[src/rtl/alu_issue.sv]
// Decode-and-issue stage: decodes a MIPS instruction into the ID/EX register for the 4-bit ALU,
// and runs a 32-cycle shift-add multiplier that owns the HI/LO registers.
module alu_issue (
  input  logic        clk,
  input  logic        rst_n,
  input  logic        id_valid,
  input  logic [31:0] id_instr,
  input  logic [31:0] rs_val,
  input  logic [31:0] rt_val,
  input  logic        ex_stall,
  input  logic        flush,
  output logic        id_stall,
  output logic        ex_valid,
  output logic [3:0]  ex_func,
  output logic        ex_imm_sel,
  output logic [31:0] ex_imm,
  output logic        ex_reg_write,
  output logic [4:0]  ex_wr_reg,
  output logic        ex_mem_read,
  output logic        ex_mem_write,
  output logic [1:0]  ex_branch,
  output logic        ex_illegal,
  output logic        mul_busy
);

  typedef enum logic {S_IDLE = 1'b0, S_RUN = 1'b1} mul_state_e;

  logic [5:0]  opcode_s, funct_s;
  logic [4:0]  rt_s, rd_s;
  logic [31:0] sext_s, zext_s;

  logic        dec_legal_s, dec_mult_s, dec_signed_s, dec_hilo_s;
  logic [3:0]  dec_func_s;
  logic        dec_imm_sel_s, dec_reg_write_s, dec_mem_read_s, dec_mem_write_s;
  logic [31:0] dec_imm_s;
  logic [4:0]  dec_wr_reg_s;
  logic [1:0]  dec_branch_s;

  logic [48:0] ex_q, ex_d;
  logic        load_mul_s;

  mul_state_e  state_q, state_d;
  logic [5:0]  cnt_q, cnt_d;
  logic [63:0] acc_q, acc_d;
  logic [31:0] mcand_q, mcand_d;
  logic        neg_q, neg_d;
  logic [31:0] hi_q, hi_d, lo_q, lo_d;
  logic [32:0] step_sum_s;
  logic [63:0] step_acc_s, prod_s;

  assign opcode_s = id_instr[31:26];
  assign funct_s  = id_instr[5:0];
  assign rt_s     = id_instr[20:16];
  assign rd_s     = id_instr[15:11];
  assign sext_s   = {{16{id_instr[15]}}, id_instr[15:0]};
  assign zext_s   = {16'h0000, id_instr[15:0]};

  // Instruction decode into ALU control, immediate and writeback/memory controls
  always_comb begin
    dec_legal_s     = 1'b0;
    dec_mult_s      = 1'b0;
    dec_signed_s    = 1'b0;
    dec_hilo_s      = 1'b0;
    dec_func_s      = 4'b0000;
    dec_imm_sel_s   = 1'b0;
    dec_imm_s       = 32'h0000_0000;
    dec_reg_write_s = 1'b0;
    dec_wr_reg_s    = 5'd0;
    dec_mem_read_s  = 1'b0;
    dec_mem_write_s = 1'b0;
    dec_branch_s    = 2'b00;
    if (opcode_s == 6'h00) begin
      dec_legal_s     = 1'b1;
      dec_reg_write_s = 1'b1;
      dec_wr_reg_s    = rd_s;
      case (funct_s)
        6'h20, 6'h21: dec_func_s = 4'b0010;
        6'h22, 6'h23: dec_func_s = 4'b1010;
        6'h24:        dec_func_s = 4'b0000;
        6'h25:        dec_func_s = 4'b0001;
        6'h26:        dec_func_s = 4'b0011;
        6'h2A, 6'h2B: dec_func_s = 4'b1111;
        6'h18, 6'h19: begin
          dec_mult_s      = 1'b1;
          dec_signed_s    = (funct_s == 6'h18);
          dec_reg_write_s = 1'b0;
          dec_wr_reg_s    = 5'd0;
        end
        6'h10, 6'h12: begin
          dec_hilo_s    = 1'b1;
          dec_func_s    = 4'b0101;
          dec_imm_sel_s = 1'b1;
          dec_imm_s     = (funct_s == 6'h10) ? hi_q : lo_q;
        end
        default: begin
          dec_legal_s     = 1'b0;
          dec_reg_write_s = 1'b0;
          dec_wr_reg_s    = 5'd0;
        end
      endcase
    end else begin
      dec_legal_s = 1'b1;
      case (opcode_s)
        6'h02: begin
          dec_func_s   = 4'b0010;
          dec_branch_s = 2'b11;
          dec_imm_s    = {6'd0, id_instr[25:0]};
        end
        6'h04, 6'h05: begin
          dec_func_s   = 4'b1010;
          dec_branch_s = (opcode_s == 6'h04) ? 2'b01 : 2'b10;
          dec_imm_s    = sext_s;
        end
        6'h08, 6'h09, 6'h0A, 6'h0B, 6'h0C, 6'h0D, 6'h0E, 6'h0F, 6'h23: begin
          dec_imm_sel_s   = 1'b1;
          dec_reg_write_s = 1'b1;
          dec_wr_reg_s    = rt_s;
          dec_mem_read_s  = (opcode_s == 6'h23);
          case (opcode_s)
            6'h0A, 6'h0B: begin dec_func_s = 4'b1111; dec_imm_s = sext_s; end
            6'h0C:        begin dec_func_s = 4'b0000; dec_imm_s = zext_s; end
            6'h0D:        begin dec_func_s = 4'b0001; dec_imm_s = zext_s; end
            6'h0E:        begin dec_func_s = 4'b0011; dec_imm_s = zext_s; end
            6'h0F:        begin dec_func_s = 4'b0101; dec_imm_s = {id_instr[15:0], 16'h0000}; end
            default:      begin dec_func_s = 4'b0010; dec_imm_s = sext_s; end
          endcase
        end
        6'h2B: begin
          dec_func_s      = 4'b0010;
          dec_imm_sel_s   = 1'b1;
          dec_imm_s       = sext_s;
          dec_mem_write_s = 1'b1;
        end
        default: dec_legal_s = 1'b0;
      endcase
    end
  end

  assign id_stall = id_valid & mul_busy & (dec_mult_s | dec_hilo_s);

  // ID/EX next-state: flush, then hold, then stall bubble, then load
  always_comb begin
    ex_d       = ex_q;
    load_mul_s = 1'b0;
    if (flush) begin
      ex_d = 49'd0;
    end else if (ex_stall) begin
      ex_d = ex_q;
    end else if (id_stall || !id_valid) begin
      ex_d = 49'd0;
    end else if (!dec_legal_s) begin
      ex_d = 49'd1;
    end else begin
      ex_d = {1'b1, dec_func_s, dec_imm_sel_s, dec_imm_s, dec_reg_write_s, dec_wr_reg_s,
              dec_mem_read_s, dec_mem_write_s, dec_branch_s, 1'b0};
      load_mul_s = dec_mult_s;
    end
  end

  // The low half of the accumulator starts as the multiplier and shifts out one bit per step
  assign step_sum_s = {1'b0, acc_q[63:32]} + (acc_q[0] ? {1'b0, mcand_q} : 33'd0);
  assign step_acc_s = {step_sum_s, acc_q[31:1]};
  assign prod_s     = neg_q ? (~step_acc_s + 64'd1) : step_acc_s;

  // Multiplier FSM next-state and HI/LO update
  always_comb begin
    state_d = state_q;
    cnt_d   = cnt_q;
    acc_d   = acc_q;
    mcand_d = mcand_q;
    neg_d   = neg_q;
    hi_d    = hi_q;
    lo_d    = lo_q;
    case (state_q)
      S_IDLE: begin
        if (load_mul_s) begin
          state_d = S_RUN;
          cnt_d   = 6'd0;
          mcand_d = (dec_signed_s && rs_val[31]) ? (~rs_val + 32'd1) : rs_val;
          acc_d   = {32'd0, (dec_signed_s && rt_val[31]) ? (~rt_val + 32'd1) : rt_val};
          neg_d   = dec_signed_s & (rs_val[31] ^ rt_val[31]);
        end else begin
          state_d = S_IDLE;
        end
      end
      S_RUN: begin
        acc_d = step_acc_s;
        cnt_d = cnt_q + 6'd1;
        if (cnt_q == 6'd31) begin
          state_d = S_IDLE;
          hi_d    = prod_s[63:32];
          lo_d    = prod_s[31:0];
        end else begin
          state_d = S_RUN;
        end
      end
      default: state_d = S_IDLE;
    endcase
  end

  // State registers with synchronous active-low reset
  always_ff @(posedge clk) begin
    if (!rst_n) begin
      ex_q    <= 49'd0;
      state_q <= S_IDLE;
      cnt_q   <= 6'd0;
      acc_q   <= 64'd0;
      mcand_q <= 32'd0;
      neg_q   <= 1'b0;
      hi_q    <= 32'd0;
      lo_q    <= 32'd0;
    end else begin
      ex_q    <= ex_d;
      state_q <= state_d;
      cnt_q   <= cnt_d;
      acc_q   <= acc_d;
      mcand_q <= mcand_d;
      neg_q   <= neg_d;
      hi_q    <= hi_d;
      lo_q    <= lo_d;
    end
  end

  assign {ex_valid, ex_func, ex_imm_sel, ex_imm, ex_reg_write, ex_wr_reg,
          ex_mem_read, ex_mem_write, ex_branch, ex_illegal} = ex_q;
  assign mul_busy = (state_q == S_RUN);

endmodule

[config.mk]
export PLATFORM = sky130hd
export DESIGN_NAME = alu_issue
export DESIGN_NICKNAME = d
export VERILOG_FILES = /design/src/rtl/alu_issue.sv
export SDC_FILE = /design/constraint.sdc
export NUM_CORES = 1
export LEC_CHECK = 0
export ABC_AREA = 1
export CAP_MARGIN = 5
export CORE_MARGIN = 2
export CORE_UTILIZATION = 45
export CTS_CLUSTER_SIZE = 28
export DETAILED_ROUTE_END_ITERATION = 12
export GPL_ROUTABILITY_DRIVEN = 0
export HOLD_SLACK_MARGIN = 0.1
export PLACE_DENSITY_LB_ADDON = 0.2
export RECOVER_POWER = 100
export SYNTH_ARGS = -nofsm -noshare
export SYNTH_HDL_FRONTEND = slang
export SYNTH_SLANG_ARGS = --single-unit
[constraint.sdc]
create_clock -name clk -period 9.31 [get_ports clk]
set_clock_uncertainty 0.2 [all_clocks]
set_input_delay 1.3965 -clock clk [delete_from_list [all_inputs] [get_ports clk]]
set_output_delay 1.3965 -clock clk [all_outputs]
set_load 0.02 [all_outputs]
==> results of run 1 <==
-- power breakdown --
group	internal [uW]	total [uW]	switching, uW
Sequential	929	929	0.356
Combinational	61.2	152	90.7
Clock	674	1100	424
Total	1660	2180	515
-- worst paths after layout --
| check | slack, ns | cells after the start | to |
|---|---|---|---|
| worst max register to register | 4.35 | 6 | acc_q[25] |
| worst min-delay path | 0.25 | 2 | ex_q[46] |
| worst min register to register | 0.25 | 2 | ex_q[46] |
| worst max-delay path | 2.02 | 15 | acc_q[25] |
-- critical path, cell delays in order --
cell and delay (ns):
dlygate4sd3_1 0.75, inv_1 0.70, nor2_1 0.18, nand3_1 0.19
nand2_1 0.08, nand2_1 0.81, nand2_1 0.18, a21boi_0 0.42
nand3_2 0.09, nor2_1 1.01, inv_1 0.76, nand2_2 0.48
o22ai_1 0.15, a31oi_1 0.21, nor2_1 0.06
-- cell families (layout without fill, tap and decap cells) --
| logic type | count (synthesis) | after routing | synth area share, % |
|---|---|---|---|
| simple gates | 1372 | 1372 | 36.3 |
| flops | 217 | 217 | 28.0 |
| buf+inv | 472 | 576 | 11.9 |
| xor+xnor | 84 | 84 | 4.74 |
| compound gates | 428 | 428 | 16.0 |
| fa+ha+maj | 37 | 37 | 3.03 |
-- through the flow --
step                setup slack (ns)  total power [uW]  hold WS, ns  util (%)
floorplan                       5.35              1020        0.240         -
global placement                3.41              1100        0.252      51.0
detailed placement              3.30              1100        0.251      51.0
CTS                             3.30              2190        0.261      53.8
global route                    1.56              2240        0.277      53.7
finish                          2.02              2180        0.255      53.7
-- layer usage --
layer | routed length (um) | share of wire (%) | global-route usage [%] | up-vias
li1 | - | - | - | 8494
met3 | 3370 | 6.8 | 2.16 | 111
met4 | 1620 | 3.3 | 8.80 | 0
met1 | 22400 | 45 | 37.2 | 7753
met5 | 0 | 0 | 0 | -
met2 | 22500 | 45 | 45.1 | 638
-- final cells by class --
cell class | count | area, um2
clock inverter | 13 | 213
multi-input combinational | 1921 | 9300
inverter | 369 | 1390
timing repair buffer | 162 | 1590
sequential | 217 | 4340
fill | 3470 | 15600
clock buffer | 32 | 702
tap | 448 | 561
-- cell usage in the layout, fill, tap and decap left out, types with 7 or more instances in the layout --
| cell | netlist | final |
|---|---|---|
| buf_4 | 7 | 10 |
| nor2_1 | 295 | 297 |
| o31ai_1 | 18 | 18 |
| nand3_1 | 126 | 126 |
| o21ai_0 | 104 | 107 |
| nor4_1 | 11 | 11 |
| xor2_1 | 72 | 72 |
| dfxtp_1 | 217 | 217 |
| nand2_1 | 831 | 833 |
| o211ai_1 | 15 | 15 |
| dlygate4sd3_1 | 0 | 52 |
| nor3_1 | 35 | 35 |
| a31oi_1 | 17 | 17 |
| a22oi_1 | 11 | 11 |
| nand4_1 | 33 | 33 |
| o22ai_1 | 7 | 7 |
| clkdlybuf4s50_1 | 0 | 98 |
| clkbuf_16 | 0 | 25 |
| o221ai_1 | 27 | 27 |
| a21oi_1 | 199 | 199 |
| ha_1 | 36 | 36 |
| inv_1 | 360 | 363 |
| xnor2_1 | 12 | 12 |
-- registers in the layout (all words and copies together) (netlist names) --
signal    cells
mul_busy      1
lo_q         32
ex_q         49
neg_q         1
cnt_q         6
hi_q         32
acc_q        64
mcand_q      32
==> impl_metrics.json, run 1 <==
{
  "cts.htree.levels": 1,
  "die_h_um": 190,
  "tns_ns": 0,
  "place_area_um2": 17200,
  "outcome": "finished with violations",
  "worstSetupStartpointType": "input pin",
  "synth_edf_count": 0,
  "ys_seq_area_share_pct": 28.0,
  "finalCriticalPeriod_ns": 7.29,
  "start_util_pct": 46.0,
  "port-buffer-count": 151,
  "drtPass1Iterations": 5,
  "routed-via-count": 17000,
  "synth_cell_type_count": 53,
  "crit_start": "id_instr[1]",
  "worst_pin_slew_ns": 2.73,
  "syn_to_final_growth_pct": 16.6,
  "grt_pass1_vias": 15700,
  "leakagePower_uw": 0.00902,
  "ir_drop_mv": 0.123,
  "synth.area.top_cells": "dfxtp_1 28%, nand2_1 20%, inv_1 8.7%",
  "required_ns": 9.51,
  "vias_per_cell": 5.38,
  "synthCells": 2610,
  "timing.final.crit_share_pct": 78.3,
  "setup_viol": 0,
  "fp.dieW_um": 190,
  "hold_path_class": "reg -> reg",
  "synthArstFlopShare_pct": 0,
  "layout-drive-gt1-share_pct": 3.35,
  "nNetsFinal": 2834,
  "synth_area_leader_cell": "dfxtp_1",
  "yosys_warnings": 0,
  "synth.net_count": 2748,
  "rr_startpoint": "mul_busy",
  "grtUsageTotal_pct": 27.1,
  "postSynthAreaPerCell_um2": 5.94,
  "cts_resized": 0,
  "routedWlPerCell_um": 15.7,
  "design_area_um2": 18100,
  "antenna_found_initial": 0,
  "drt_iter0_drc": 1683,
  "insertion_delay_ns": 0.55,
  "grt_remaining_overflow": 0,
  "worstPathMaxFanout": 33,
  "drc": 0,
  "clkSinkCount": 217,
  "routed_wl_mm": 49.8,
  "hpwl_mm": 37.8,
  "hold_viol_final": 0,
  "path_class": "in -> reg",
  "diodes": 0,
  "arrival_ns": 7.49,
  "placedCellCount": 3117,
  "cts_tree": "done",
  "synth_seq_cells": 217,
  "grt_pass1_wl_mm": 79.5,
  "grt_max_degree": 110,
  "yosysMostFrequentCell": "nand2_1",
  "powerDensity_nw_per_um2": 120,
  "yosys-top-cells-count": "831 x nand2_1, 360 x inv_1, 295 x nor2_1",
  "clk_path_buf_depth": 3,
  "final_cells": 3162,
  "dieArea_um2": 36000,
  "fmaxAchievable_mhz": 137,
  "synth_top_area_share_pct": 28.0,
  "min_from": "ex_q[46]",
  "synthFlopType": "dfxtp_1",
  "row_count": 67,
  "hold_buffers": 0,
  "ioPinCount": 152,
  "cts_buffers": 25,
  "rsz0062_at_grt": "no",
  "drv_cap": 1,
  "clockRootBuffer": "clkbuf_16",
  "cts.clk_slew.worst_paths_ns": 0.06,
  "slew_headroom_pct": -81.9,
  "netlist_area_um2": 15500,
  "fp.coreArea_um2": 33700,
  "violations": "max-capacitance violations, max-slew violations",
  "worstSetupEndpointType": "flip-flop",
  "drtAntennaViolNets": 0,
  "slew_viol_final": 52,
  "post-cts-setup-buffers": 0
}
(Power assumes the default switching activity.)
==> run 2, diff against run 1 <==
clock period = 6.62 ns   (was 9.31 ns; I/O delays follow)
==> impl_metrics.json, run 2 (same netlist as run 1, synthesis figures left out) <==
{
  "outcome": "finished with violations",
  "violations": "max-capacitance violations, max-slew violations",
  "routedWlPerCell_um": 15.6,
  "port-buffer-count": 151,
  "layout-drive-gt1-share_pct": 3.28,
  "cts_resized": 0,
  "ioPinCount": 152,
  "drc": 0,
  "nNetsFinal": 2834,
  "vias_per_cell": 5.36,
  "routed_wl_mm": 49.4,
  "grtUsageTotal_pct": 26.9,
  "largest_reg_flops": 64,
  "grt_pass1_wl_mm": 78.7,
  "cts.htree.levels": 1,
  "drv_cap": 3,
  "p_total_uw": 2900,
  "hold_viol_final": 0,
  "final_common_cell": "nand2_1",
  "leakagePower_uw": 0.00894,
  "worstSetupStartpointType": "input pin",
  "grt_max_degree": 110,
  "drtAntennaViolNets": 0,
  "cts.clk_slew.worst_paths_ns": 0.06,
  "antenna_found_initial": 0,
  "worstSetupEndpointType": "output pin",
  "diodes": 0,
  "required_ns": 5.43,
  "syn_to_final_growth_pct": 15.9,
  "worst_pin_slew_ns": 4.20,
  "post-cts-setup-buffers": 0,
  "ir_drop_mv": 0.194,
  "grt_remaining_overflow": 0,
  "dieArea_um2": 36000,
  "start_util_pct": 46.0,
  "insertion_delay_ns": 0.54,
  "hold_path_class": "reg -> reg",
  "powerDensity_nw_per_um2": 162,
  "hold_buffers": 0,
  "clk_path_buf_depth": 3,
  "drtPass1Iterations": 6,
  "worstPathMaxFanout": 33,
  "setup_viol": 0,
  "final_cell_mix": "833 x nand2_1, 362 x inv_1, 295 x nor2_1, 216 x dfxtp_1, 199 x a21oi_1",
  "largest_register": "acc_q",
  "grt_pass1_vias": 15700,
  "drt_iter0_drc": 1607,
  "slew_headroom_pct": -180,
  "cts_tree": "done",
  "timing.final.crit_share_pct": 86.0,
  "nFillCells": 3507,
  "finalCriticalPeriod_ns": 5.69,
  "clkSinkCount": 217,
  "arrival_ns": 4.50,
  "cts_buffers": 25,
  "largestRegisters": "acc_q x64, ex_q x49",
  "fp.coreArea_um2": 33700,
  "path_class": "in -> out",
  "slew_viol_final": 229,
  "clockRootBuffer": "clkbuf_16",
  "rsz0062_at_grt": "no",
  "fmaxAchievable_mhz": 176,
  "hpwl_mm": 38.0,
  "routed-via-count": 16900,
  "place_area_um2": 17200,
  "fp.dieW_um": 190,
  "design_area_um2": 18000,
  "die_h_um": 190,
  "tns_ns": 0,
  "row_count": 67
}
==> run 2: layout make-up <==
cell class	instances	area, um2	area share, %
Clock buffer	34	719	4.00
Timing Repair Buffer	162	1580	8.78
Multi-Input combinational cell	1921	9290	51.7
Inverter	369	1390	7.70
Tap cell	448	561	3.12
Sequential cell	217	4350	24.2
Clock inverter	11	98.8	0.550
==> run 2: path summary, 6_finish.rpt <==
check	startpoint	endpoint	slack (ns)	cells after the start
max	id_instr[1]	id_stall	0.93	10
min	ex_q[44]	ex_q[44]	0.26	2
max reg2reg	mul_busy	lo_q[3]	1.34	8
min reg2reg	ex_q[44]	ex_q[44]	0.26	2
==> run 2: worst max-delay path, cell delays in order <==
cell	delay (ns)
dlygate4sd3_1	0.89
inv_1	0.52
nor2_1	0.31
nand3_1	0.17
nand2_1	0.14
nand2_2	0.37
nand2_1	0.21
nand3_1	0.12
inv_1	0.10
dlygate4sd3_1	0.67
==> run 2: metal layers <==
metal,global-route usage (%),vias to the layer above,share of wire [%]
met3,3.19,99,6.8
met4,9.00,0,3.3
met1,36.5,7690,45
li1,-,8497,-
met2,44.3,652,45
met5,0,-,0
==> run 2: stage by stage <==
stage	hold slack (ns)	worst slack, ns	util (%)	instances
6_report	0.260	0.927	53.3	3162
5_1_grt	0.275	0.675	53.3	3162
4_1_cts	0.264	1.41	53.5	3162
3_5_place_dp	0.255	1.34	51.0	3117
3_3_place_gp	0.252	1.54	51.0	3117
2_1_floorplan	0.240	3.47	-	2610
==> run 2: power breakdown <==
group	internal, uW	switching (uW)
registers	1310	0.473
logic	86.0	126
clock network	801	584
